### src/rtl/simple_bus_xbar.sv
// -----------------------------------------------------------------------------
// simple_bus_xbar
//
// Single-cycle, address-decoded interconnect between NrHosts bus hosts and
// NrDevices memory-mapped devices. Each cycle it:
//   1. arbitrates among the requesting hosts by fixed priority (lowest index wins),
//   2. decodes the winner's address against runtime base/mask registers,
//   3. forwards the winner's request fields to every device port and raises
//      device_req_o only for the decoded device.
// Devices answer exactly one cycle after their request. The routing decision
// is registered so that the response can be steered back to the host that
// issued it. An address that matches no device still gets a grant, and the
// crossbar itself answers the next cycle with an error response.
//
// Ports (arrays are unpacked [NrHosts] / [NrDevices]):
//   clk_i, rst_ni             clock, asynchronous active-low reset
//   host_req_i                host request
//   host_gnt_o                grant, combinational in the request cycle
//   host_addr_i               byte address
//   host_we_i                 1 = write
//   host_be_i                 byte enables (DataWidth/8)
//   host_wdata_i              write data
//   host_rvalid_o             response valid (cycle after the grant)
//   host_rdata_o              response read data ('0 when not addressed)
//   host_err_o                response error
//   device_req_o              request to the decoded device
//   device_addr_o             forwarded address (all devices)
//   device_we_o               forwarded write enable (all devices)
//   device_be_o               forwarded byte enables (all devices)
//   device_wdata_o            forwarded write data (all devices)
//   device_rvalid_i           device response valid
//   device_rdata_i            device read data
//   device_err_i              device error
//   cfg_device_addr_base      per-device base address
//   cfg_device_addr_mask      per-device address mask
// -----------------------------------------------------------------------------
module simple_bus_xbar #(
    parameter int NrDevices    = 1,
    parameter int NrHosts      = 1,
    parameter int DataWidth    = 32,
    parameter int AddressWidth = 32
) (
    input  logic                      clk_i,
    input  logic                      rst_ni,

    // Host side
    input  logic                      host_req_i           [NrHosts],
    output logic                      host_gnt_o           [NrHosts],
    input  logic [AddressWidth-1:0]   host_addr_i          [NrHosts],
    input  logic                      host_we_i            [NrHosts],
    input  logic [DataWidth/8-1:0]    host_be_i            [NrHosts],
    input  logic [DataWidth-1:0]      host_wdata_i         [NrHosts],
    output logic                      host_rvalid_o        [NrHosts],
    output logic [DataWidth-1:0]      host_rdata_o         [NrHosts],
    output logic                      host_err_o           [NrHosts],

    // Device side
    output logic                      device_req_o         [NrDevices],
    output logic [AddressWidth-1:0]   device_addr_o        [NrDevices],
    output logic                      device_we_o          [NrDevices],
    output logic [DataWidth/8-1:0]    device_be_o          [NrDevices],
    output logic [DataWidth-1:0]      device_wdata_o       [NrDevices],
    input  logic                      device_rvalid_i      [NrDevices],
    input  logic [DataWidth-1:0]      device_rdata_i       [NrDevices],
    input  logic                      device_err_i         [NrDevices],

    // Address map
    input  logic [AddressWidth-1:0]   cfg_device_addr_base [NrDevices],
    input  logic [AddressWidth-1:0]   cfg_device_addr_mask [NrDevices]
);

    localparam int BeWidth  = DataWidth / 8;
    // Select registers are at least one bit wide so a 1x1 crossbar still elaborates.
    localparam int HostSelW = (NrHosts   > 1) ? $clog2(NrHosts)   : 1;
    localparam int DevSelW  = (NrDevices > 1) ? $clog2(NrDevices) : 1;

    // -------------------------------------------------------------------------
    // Arbitration: fixed priority, lowest index wins.
    // The loop walks from the highest index downwards so that the last
    // assignment made (the lowest requesting index) is the one that sticks.
    // The winner's request fields are picked up in the same loop, which avoids
    // indexing the host arrays with a possibly out-of-range select value.
    // -------------------------------------------------------------------------
    logic                    any_req;
    logic [HostSelW-1:0]     win_host;
    logic [AddressWidth-1:0] fwd_addr;
    logic                    fwd_we;
    logic [BeWidth-1:0]      fwd_be;
    logic [DataWidth-1:0]    fwd_wdata;

    always_comb begin
        any_req   = 1'b0;
        win_host  = '0;
        fwd_addr  = '0;
        fwd_we    = 1'b0;
        fwd_be    = '0;
        fwd_wdata = '0;
        for (int i = NrHosts - 1; i >= 0; i--) begin
            if (host_req_i[i]) begin
                any_req   = 1'b1;
                win_host  = HostSelW'(i);
                fwd_addr  = host_addr_i[i];
                fwd_we    = host_we_i[i];
                fwd_be    = host_be_i[i];
                fwd_wdata = host_wdata_i[i];
            end
        end
    end

    // -------------------------------------------------------------------------
    // Address decode: device d matches when (addr & mask) == base.
    // Overlapping windows resolve to the lowest matching device index, again by
    // scanning downwards and letting the lowest match overwrite.
    // -------------------------------------------------------------------------
    logic               dev_hit;
    logic [DevSelW-1:0] dev_idx;

    always_comb begin
        dev_hit = 1'b0;
        dev_idx = '0;
        for (int d = NrDevices - 1; d >= 0; d--) begin
            if ((fwd_addr & cfg_device_addr_mask[d]) == cfg_device_addr_base[d]) begin
                dev_hit = 1'b1;
                dev_idx = DevSelW'(d);
            end
        end
    end

    // -------------------------------------------------------------------------
    // Grants: there is no back-pressure, so the arbitration winner is always
    // granted in the request cycle, mapped or not.
    // -------------------------------------------------------------------------
    for (genvar gi = 0; gi < NrHosts; gi++) begin : g_host_gnt
        assign host_gnt_o[gi] = any_req && (win_host == HostSelW'(gi));
    end

    // -------------------------------------------------------------------------
    // Forwarding: request fields are broadcast; only the request strobe is
    // steered, so a device only acts on the cycle it is actually addressed.
    // -------------------------------------------------------------------------
    for (genvar gi = 0; gi < NrDevices; gi++) begin : g_dev_fwd
        assign device_req_o[gi]   = any_req && dev_hit && (dev_idx == DevSelW'(gi));
        assign device_addr_o[gi]  = fwd_addr;
        assign device_we_o[gi]    = fwd_we;
        assign device_be_o[gi]    = fwd_be;
        assign device_wdata_o[gi] = fwd_wdata;
    end

    // -------------------------------------------------------------------------
    // Response routing state. Captured on every grant; pending_reg follows
    // any_req every cycle, so back-to-back grants each produce exactly one
    // response in the following cycle. An asynchronous reset clears
    // pending_reg, which drops any response in flight.
    // -------------------------------------------------------------------------
    logic                pending_reg;
    logic                unmapped_reg;
    logic [HostSelW-1:0] host_sel_reg;
    logic [DevSelW-1:0]  dev_sel_reg;

    always_ff @(posedge clk_i or negedge rst_ni) begin
        if (!rst_ni) begin
            pending_reg  <= 1'b0;
            unmapped_reg <= 1'b0;
            host_sel_reg <= '0;
            dev_sel_reg  <= '0;
        end else begin
            pending_reg <= any_req;
            if (any_req) begin
                host_sel_reg <= win_host;
                dev_sel_reg  <= dev_idx;
                unmapped_reg <= !dev_hit;
            end
        end
    end

    // -------------------------------------------------------------------------
    // Response mux: select the registered device's response combinationally.
    // -------------------------------------------------------------------------
    logic                 dev_rvalid;
    logic                 dev_err;
    logic [DataWidth-1:0] dev_rdata;

    always_comb begin
        dev_rvalid = 1'b0;
        dev_err    = 1'b0;
        dev_rdata  = '0;
        for (int d = 0; d < NrDevices; d++) begin
            if (dev_sel_reg == DevSelW'(d)) begin
                dev_rvalid = device_rvalid_i[d];
                dev_err    = device_err_i[d];
                dev_rdata  = device_rdata_i[d];
            end
        end
    end

    // An unmapped access is answered by the crossbar itself: valid, error,
    // zero data. Everything is qualified by pending_reg so stale device
    // outputs can never reach a host outside a response cycle (e.g. after reset).
    logic                 rsp_valid;
    logic                 rsp_err;
    logic [DataWidth-1:0] rsp_rdata;

    always_comb begin
        rsp_valid = 1'b0;
        rsp_err   = 1'b0;
        rsp_rdata = '0;
        if (pending_reg) begin
            if (unmapped_reg) begin
                rsp_valid = 1'b1;
                rsp_err   = 1'b1;
            end else begin
                rsp_valid = dev_rvalid;
                rsp_err   = dev_err;
                rsp_rdata = dev_rdata;
            end
        end
    end

    // Only the host that owns the outstanding response sees it; all other
    // hosts see an idle, all-zero response.
    for (genvar gi = 0; gi < NrHosts; gi++) begin : g_host_rsp
        logic sel;
        assign sel                = (host_sel_reg == HostSelW'(gi));
        assign host_rvalid_o[gi]  = sel && rsp_valid;
        assign host_err_o[gi]     = sel && rsp_err;
        assign host_rdata_o[gi]   = sel ? rsp_rdata : '0;
    end

endmodule

### config.mk
export PLATFORM = sky130hd
export DESIGN_NAME = simple_bus_xbar
export DESIGN_NICKNAME = d
export VERILOG_FILES = /design/src/rtl/simple_bus_xbar.sv
export SDC_FILE = /design/constraint.sdc
export NUM_CORES = 1
export LEC_CHECK = 0
export BUFFER_PORTS_ARGS = -buffer_cell sky130_fd_sc_hd__clkbuf_2
export CAP_MARGIN = 5
export CORE_AREA = 2 2 106 108
export DETAILED_ROUTE_END_ITERATION = 8
export DIE_AREA = 0 0 108 110
export PLACE_DENSITY = 0.56
export SYNTH_ARGS = -nofsm -noshare
export SYNTH_HDL_FRONTEND = slang
export SYNTH_SLANG_ARGS = --single-unit
### constraint.sdc
create_clock -name clk_i -period 1.5 [get_ports clk_i]
set_input_delay 0.075 -clock clk_i [delete_from_list [all_inputs] [get_ports clk_i]]
set_output_delay 0.075 -clock clk_i [all_outputs]
set_load 0.05 [all_outputs]
==> flow_summary.json, run 1 <==
{
  "synth_top_cell_area_share_pct": 46.5,
  "netlist_area_sq_um": 1360,
  "ios": 275,
  "antenna_cells": 0,
  "clkLatencyLatePin_ps": 210,
  "routed_wl_mm": 7.64,
  "arrival_ps": 1510,
  "post-place-ws_ps": -275,
  "final_hold_viol_count": 0,
  "via_per_inst": 3.88,
  "cts_buffers": 3,
  "multi_input_area_sq_um": 1310,
  "p_leak_nw": 1.91,
  "fin_nets": 651,
  "max-slew-margin-rel_pct": 80.9,
  "hold_path_class": "input pin to asynchronous set/reset pin",
  "cts_sinks": 2,
  "drt_iter0_markers": 34,
  "cts_htree_levels": 1,
  "die-area_sq_um": 11900,
  "yosysWarnings": 0,
  "vias": 2399,
  "setup_violations": 1,
  "synth-seq-cells": 2,
  "slowest_delay_ps": 190,
  "cts_tree": "yes",
  "grt_pass1_wl_mm": 10.1,
  "clockRootBuffer": "clkbuf_8",
  "regArea_sq_um": 50.0,
  "track_usage_pct": 10.8,
  "critPathRequiredTime_ps": 1420,
  "worst-path-buf-inv": 5,
  "coreArea_sq_um": 10700,
  "netlist_top_cells_area": "and2_1 (47%), xor2_1 (19%), nand3_1 (8.1%)",
  "hold_ws_ps": 226,
  "path_delay_family": "buffers and inverters",
  "powerDensity_nw_per_um2": 369,
  "critPathKind": "input pin to primary output",
  "rsz0062_at_grt": "yes",
  "stdcell_count": 619,
  "cp_slowest_cell": "and3_4",
  "drv_slew": 0,
  "wire_per_inst_microns": 12.3,
  "first_pass_iters": 4,
  "synth_area_leader_cell": "and2_1",
  "layout_commonest_cell": "clkbuf_2",
  "synth.net_count": 369,
  "post-dp-hpwl_mm": 6.48,
  "drive_gt1_share_pct": 66.0,
  "grt_max_degree": 42,
  "crit_fanout": 7,
  "skew_ps": 0,
  "die_y_microns": 110,
  "clk_pin_slew_ps": 30,
  "final_cell_mix": "clkbuf_2 (229), and2_1 (99), xor2_1 (28)",
  "clock_path_buffers": 2,
  "rows": 38,
  "synthCells": 199,
  "dp.cells": 608,
  "ant_nets": 0,
  "place.gp.congestion": 0.850,
  "crit_top_cell": "buf_12",
  "avgSynthCellArea_sq_um": 6.83,
  "finalCritPeriodShare_pct": 106,
  "nFillCells": 1178,
  "grt-ovfl-total": 0,
  "setup.worst_path.start_class": "input pin",
  "route.detailed.drc": 0,
  "tightest_slew_ps": 288,
  "start_util_pct": 12.7,
  "status": "finished, violations left",
  "report.power.total_mw": 1.30,
  "setup_ws_ps": -83.6,
  "worstPathCellList": "clkbuf_16, buf_16, buf_12, nand3_1, xor2_1, nand4_1, nor2_2, buf_4, and3_4, buf_12",
  "tns_ps": -83.6,
  "cap_violations": 0,
  "ys_types": 20,
  "fmax_mhz": 631,
  "violations": "negative setup slack",
  "die-width_microns": 108,
  "grt_pass1_vias": 2128,
  "ys_seq_area_share_pct": 3.68,
  "rrSetupSlack_ps": 650,
  "synthToLayoutAreaGrowth_pct": 159,
  "numPortBuffers": 274,
  "irDropWorstVdd_v": 0.000233,
  "end_kind": "primary output",
  "antenna_found_initial": 0,
  "post-route-min-period_ps": 1580
}
[Yosys cell counts (all sizes together)]
master / instances
nor2b: 1
nor2: 2
buf: 5
nand4: 7
xor2: 30
xnor2: 2
nand2: 4
and2: 101
nor4: 2
dfrtp: 2
o21a: 2
nand3: 29
clkbuf: 10
a31oi: 1
and3: 1
[power by group]
group	switching, mW	internal (mW)
Combinational	0.614	0.424
Sequential	0.00139	0.0558
Clock	0.0378	0.169
Total	0.653	0.649
[worst reg2reg max path, delay by kind of cell (launching register included)]
| kind | cells | cell delay, ps |
|---|---|---|
| flip-flops | 1 | 400 |
| AO/OA/AOI/OAI | 1 | 60 |
| AND/OR/NAND/NOR | 1 | 110 |
| buffers and inverters | 1 | 160 |
[cell families after synthesis]
group                  share of synthesized area [%]
AO/OA/AOI/OAI                                   1.57
XOR/XNOR                                        21.2
buffers and inverters                           6.17
flip-flops                                      3.68
AND/OR/NAND/NOR                                 67.4
[metal layers]
| layer | vias up | GRT usage (%) | share of wire (%) |
|---|---|---|---|
| met3 | 6 | 1.29 | 8.2 |
| li1 | 1198 | - | - |
| met4 | 0 | 2.66 | 1.0 |
| met1 | 1065 | 11.8 | 35 |
| met5 | - | 0 | 0 |
| met2 | 130 | 21.7 | 56 |
[repair_timing]
item | CTS | global route
hold endpoints to repair | 2 | 0
setup endpoints to repair | 5 | 33
cloned | 3 | 1
hold buffers | 1 | 0
buffers inserted | 0 | 3
pin swaps | 13 | 7
resized for setup | 19 | 45
[stage by stage]
step / utilization (%) / instance area [sq um]
2_1_floorplan: - / 1360
3_3_place_gp: 29.8 / 3180
6_report: 32.9 / 3520
4_1_cts: 31.8 / 3400
3_5_place_dp: 29.8 / 3180
5_1_grt: 32.9 / 3520
[final cells by class]
type                       instances  share of cell area [%]
tap                              140                    4.97
sequential                         2                    1.42
multi-input combinational        182                    37.2
timing repair buffer             292                    55.2
clock buffer                       3                    1.17
[path summary, 6_finish.rpt]
| path | to | depth (start not counted) | start |
|---|---|---|---|
| max in group asynchronous | unmapped_reg$_DFFE_PN0P_ | 2 | rst_ni |
| max | device_req_o | 10 | host_req_i |
| max reg2reg | unmapped_reg$_DFFE_PN0P_ | 3 | unmapped_reg$_DFFE_PN0P_ |
| min in group clk_i | pending_reg$_DFF_PN0_ | 2 | host_req_i |
| min | pending_reg$_DFF_PN0_ | 2 | rst_ni |
| min reg2reg | unmapped_reg$_DFFE_PN0P_ | 3 | unmapped_reg$_DFFE_PN0P_ |
Note: power is estimated with default switching activity, not from simulation.
==> run 2, diff against run 1 <==
--- a/config.mk
+++ b/config.mk
@@ -10,6 +10,7 @@
 export CORE_AREA = 2 2 106 108
 export DETAILED_ROUTE_END_ITERATION = 8
 export DIE_AREA = 0 0 108 110
+export GPL_TIMING_DRIVEN = 0
 export PLACE_DENSITY = 0.56
 export SYNTH_ARGS = -nofsm -noshare
 export SYNTH_HDL_FRONTEND = slang
==> run 2 against run 1 <==
The flow still finishes with violations (negative setup slack); first-iteration DRC count increased by 29%; register-to-register slack better by 30 ps; final cell count rose by 0.81%; sequential power is 0.7% lower; hold slack lost 100 ps; worst setup slack improved by 36 ps; largest cell class unchanged; highest routed layer unchanged.
==> flow_summary.json, run 2 (synthesized netlist as in run 1, its figures left out) <==
{
  "grt_pass1_wl_mm": 10.6,
  "route.met3.wl_microns": 591,
  "drive_gt1_share_pct": 65.9,
  "routed_wl_mm": 7.73,
  "dp.cells": 613,
  "top_layer": "met4",
  "grt_pass1_vias": 2310,
  "clk_pin_slew_ps": 30,
  "start_util_pct": 12.7,
  "setup_ws_ps": -47.3,
  "clock_path_buffers": 2,
  "stdcell_count": 624,
  "min_delay_path_depth": 2,
  "wire_per_inst_microns": 12.4,
  "die-width_microns": 108,
  "grt-ovfl-total": 0,
  "rrSetupSlack_ps": 680,
  "irDropWorstVdd_v": 0.000135,
  "finalCritPeriodShare_pct": 103,
  "status": "finished, violations left",
  "final_cell_mix": "clkbuf_2 (245), and2_1 (99), xor2_1 (28)",
  "setup_violations": 1,
  "route.detailed.drc": 0,
  "fin_nets": 656,
  "post-place-ws_ps": -485,
  "first_pass_iters": 4,
  "wl_met1_mm": 2.77,
  "grt_max_degree": 11,
  "setup.worst_path.start_class": "input pin",
  "final_util_pct": 30.8,
  "die-area_sq_um": 11900,
  "timing.rr.start": "unmapped_reg$_DFFE_PN0P_",
  "fin_area_sq_um": 3300,
  "numPortBuffers": 274,
  "track_usage_pct": 11.4,
  "report.power.total_mw": 1.23,
  "hp-start": "host_req_i",
  "cap_violations": 0,
  "ff2ff_path_depth": 2,
  "ant_nets": 0,
  "cts_htree_levels": 1,
  "violations": "negative setup slack",
  "p_leak_nw": 1.84,
  "via_per_inst": 3.93,
  "r2r-end": "unmapped_reg$_DFFE_PN0P_",
  "nFillCells": 1169,
  "end_kind": "primary output",
  "clkLatencyLatePin_ps": 210,
  "rsz0062_at_grt": "yes",
  "hold_path_end": "pending_reg$_DFF_PN0_",
  "hold_path_class": "input pin to flip-flop",
  "drv_slew": 0,
  "fmax_mhz": 646,
  "powerDensity_nw_per_um2": 373,
  "critPathKind": "input pin to primary output",
  "layout_commonest_cell": "clkbuf_2",
  "wl_met2_mm": 4.31,
  "critPathRequiredTime_ps": 1420,
  "vias": 2451,
  "post-route-min-period_ps": 1550,
  "post-dp-hpwl_mm": 6.70,
  "cts_tree": "yes",
  "final_hold_viol_count": 0,
  "antenna_cells": 0,
  "tns_ps": -47.3,
  "die_y_microns": 110,
  "crit_fanout": 7,
  "synthToLayoutAreaGrowth_pct": 143,
  "antenna_found_initial": 0,
  "drt_iter0_markers": 44,
  "ios": 275,
  "arrival_ps": 1470,
  "tightest_slew_ps": 403,
  "hold_ws_ps": 121,
  "place_area_sq_um": 2910,
  "cts_buffers": 3,
  "place.gp.congestion": 0.920,
  "clockRootBuffer": "clkbuf_8",
  "coreArea_sq_um": 10700,
  "skew_ps": 0,
  "cts_sinks": 2,
  "max-slew-margin-rel_pct": 73.1,
  "rows": 38
}
==> run 2: critical path, stage by stage <==
cell and delay [ps]:
buf_12 120, buf_16 130, nand3_2 60, xor2_1 140, nand4_1 180, nor4_4 350, and3_4 250, clkbuf_16 160
==> run 2: worst max path at each step <==
stage	end	cells past startpoint	start	slack, ps
finish	device_req_o	8	host_req_i	-50
global route	device_req_o	8	host_req_i	-160
CTS	device_req_o	9	host_req_i	-200
detailed placement	device_wdata_o[24]	7	host_req_i	-480
global placement	device_wdata_o[13]	7	host_req_i	-410
floorplan	device_req_o	6	host_req_i	70
==> run 2: power breakdown <==
group / internal, mW / switching (mW)
logic: 0.354 / 0.607
clock network: 0.170 / 0.0409
registers: 0.0558 / 0.00102
total: 0.580 / 0.649
==> run 2: layer usage <==
layer / global-route usage (%) / up-vias
met5: 0 / -
met4: 1.83 / 0
met3: 1.53 / 8
met2: 23.0 / 142
met1: 12.7 / 1092
li1: - / 1209
==> run 2: cell type report <==
cell class / instances / area [sq um] / area share, %
multi-input cells: 182 / 1320 / 39.9
plain buffers: 14 / 101 / 3.07
flip-flops and latches: 2 / 50.0 / 1.52
clock buffers: 3 / 41.3 / 1.25
repair buffers: 283 / 1610 / 48.9
well taps: 140 / 175 / 5.31
==> run 2: timing repair <==
item / in CTS / in global routing
gates resized for setup: 64 / 44
buffers inserted: 9 / 1
setup endpoints to repair: 81 / 56
hold buffers: 1 / 0
gates cloned: 1 / 0
hold endpoints to repair: 2 / 0
pin swaps: 17 / 5
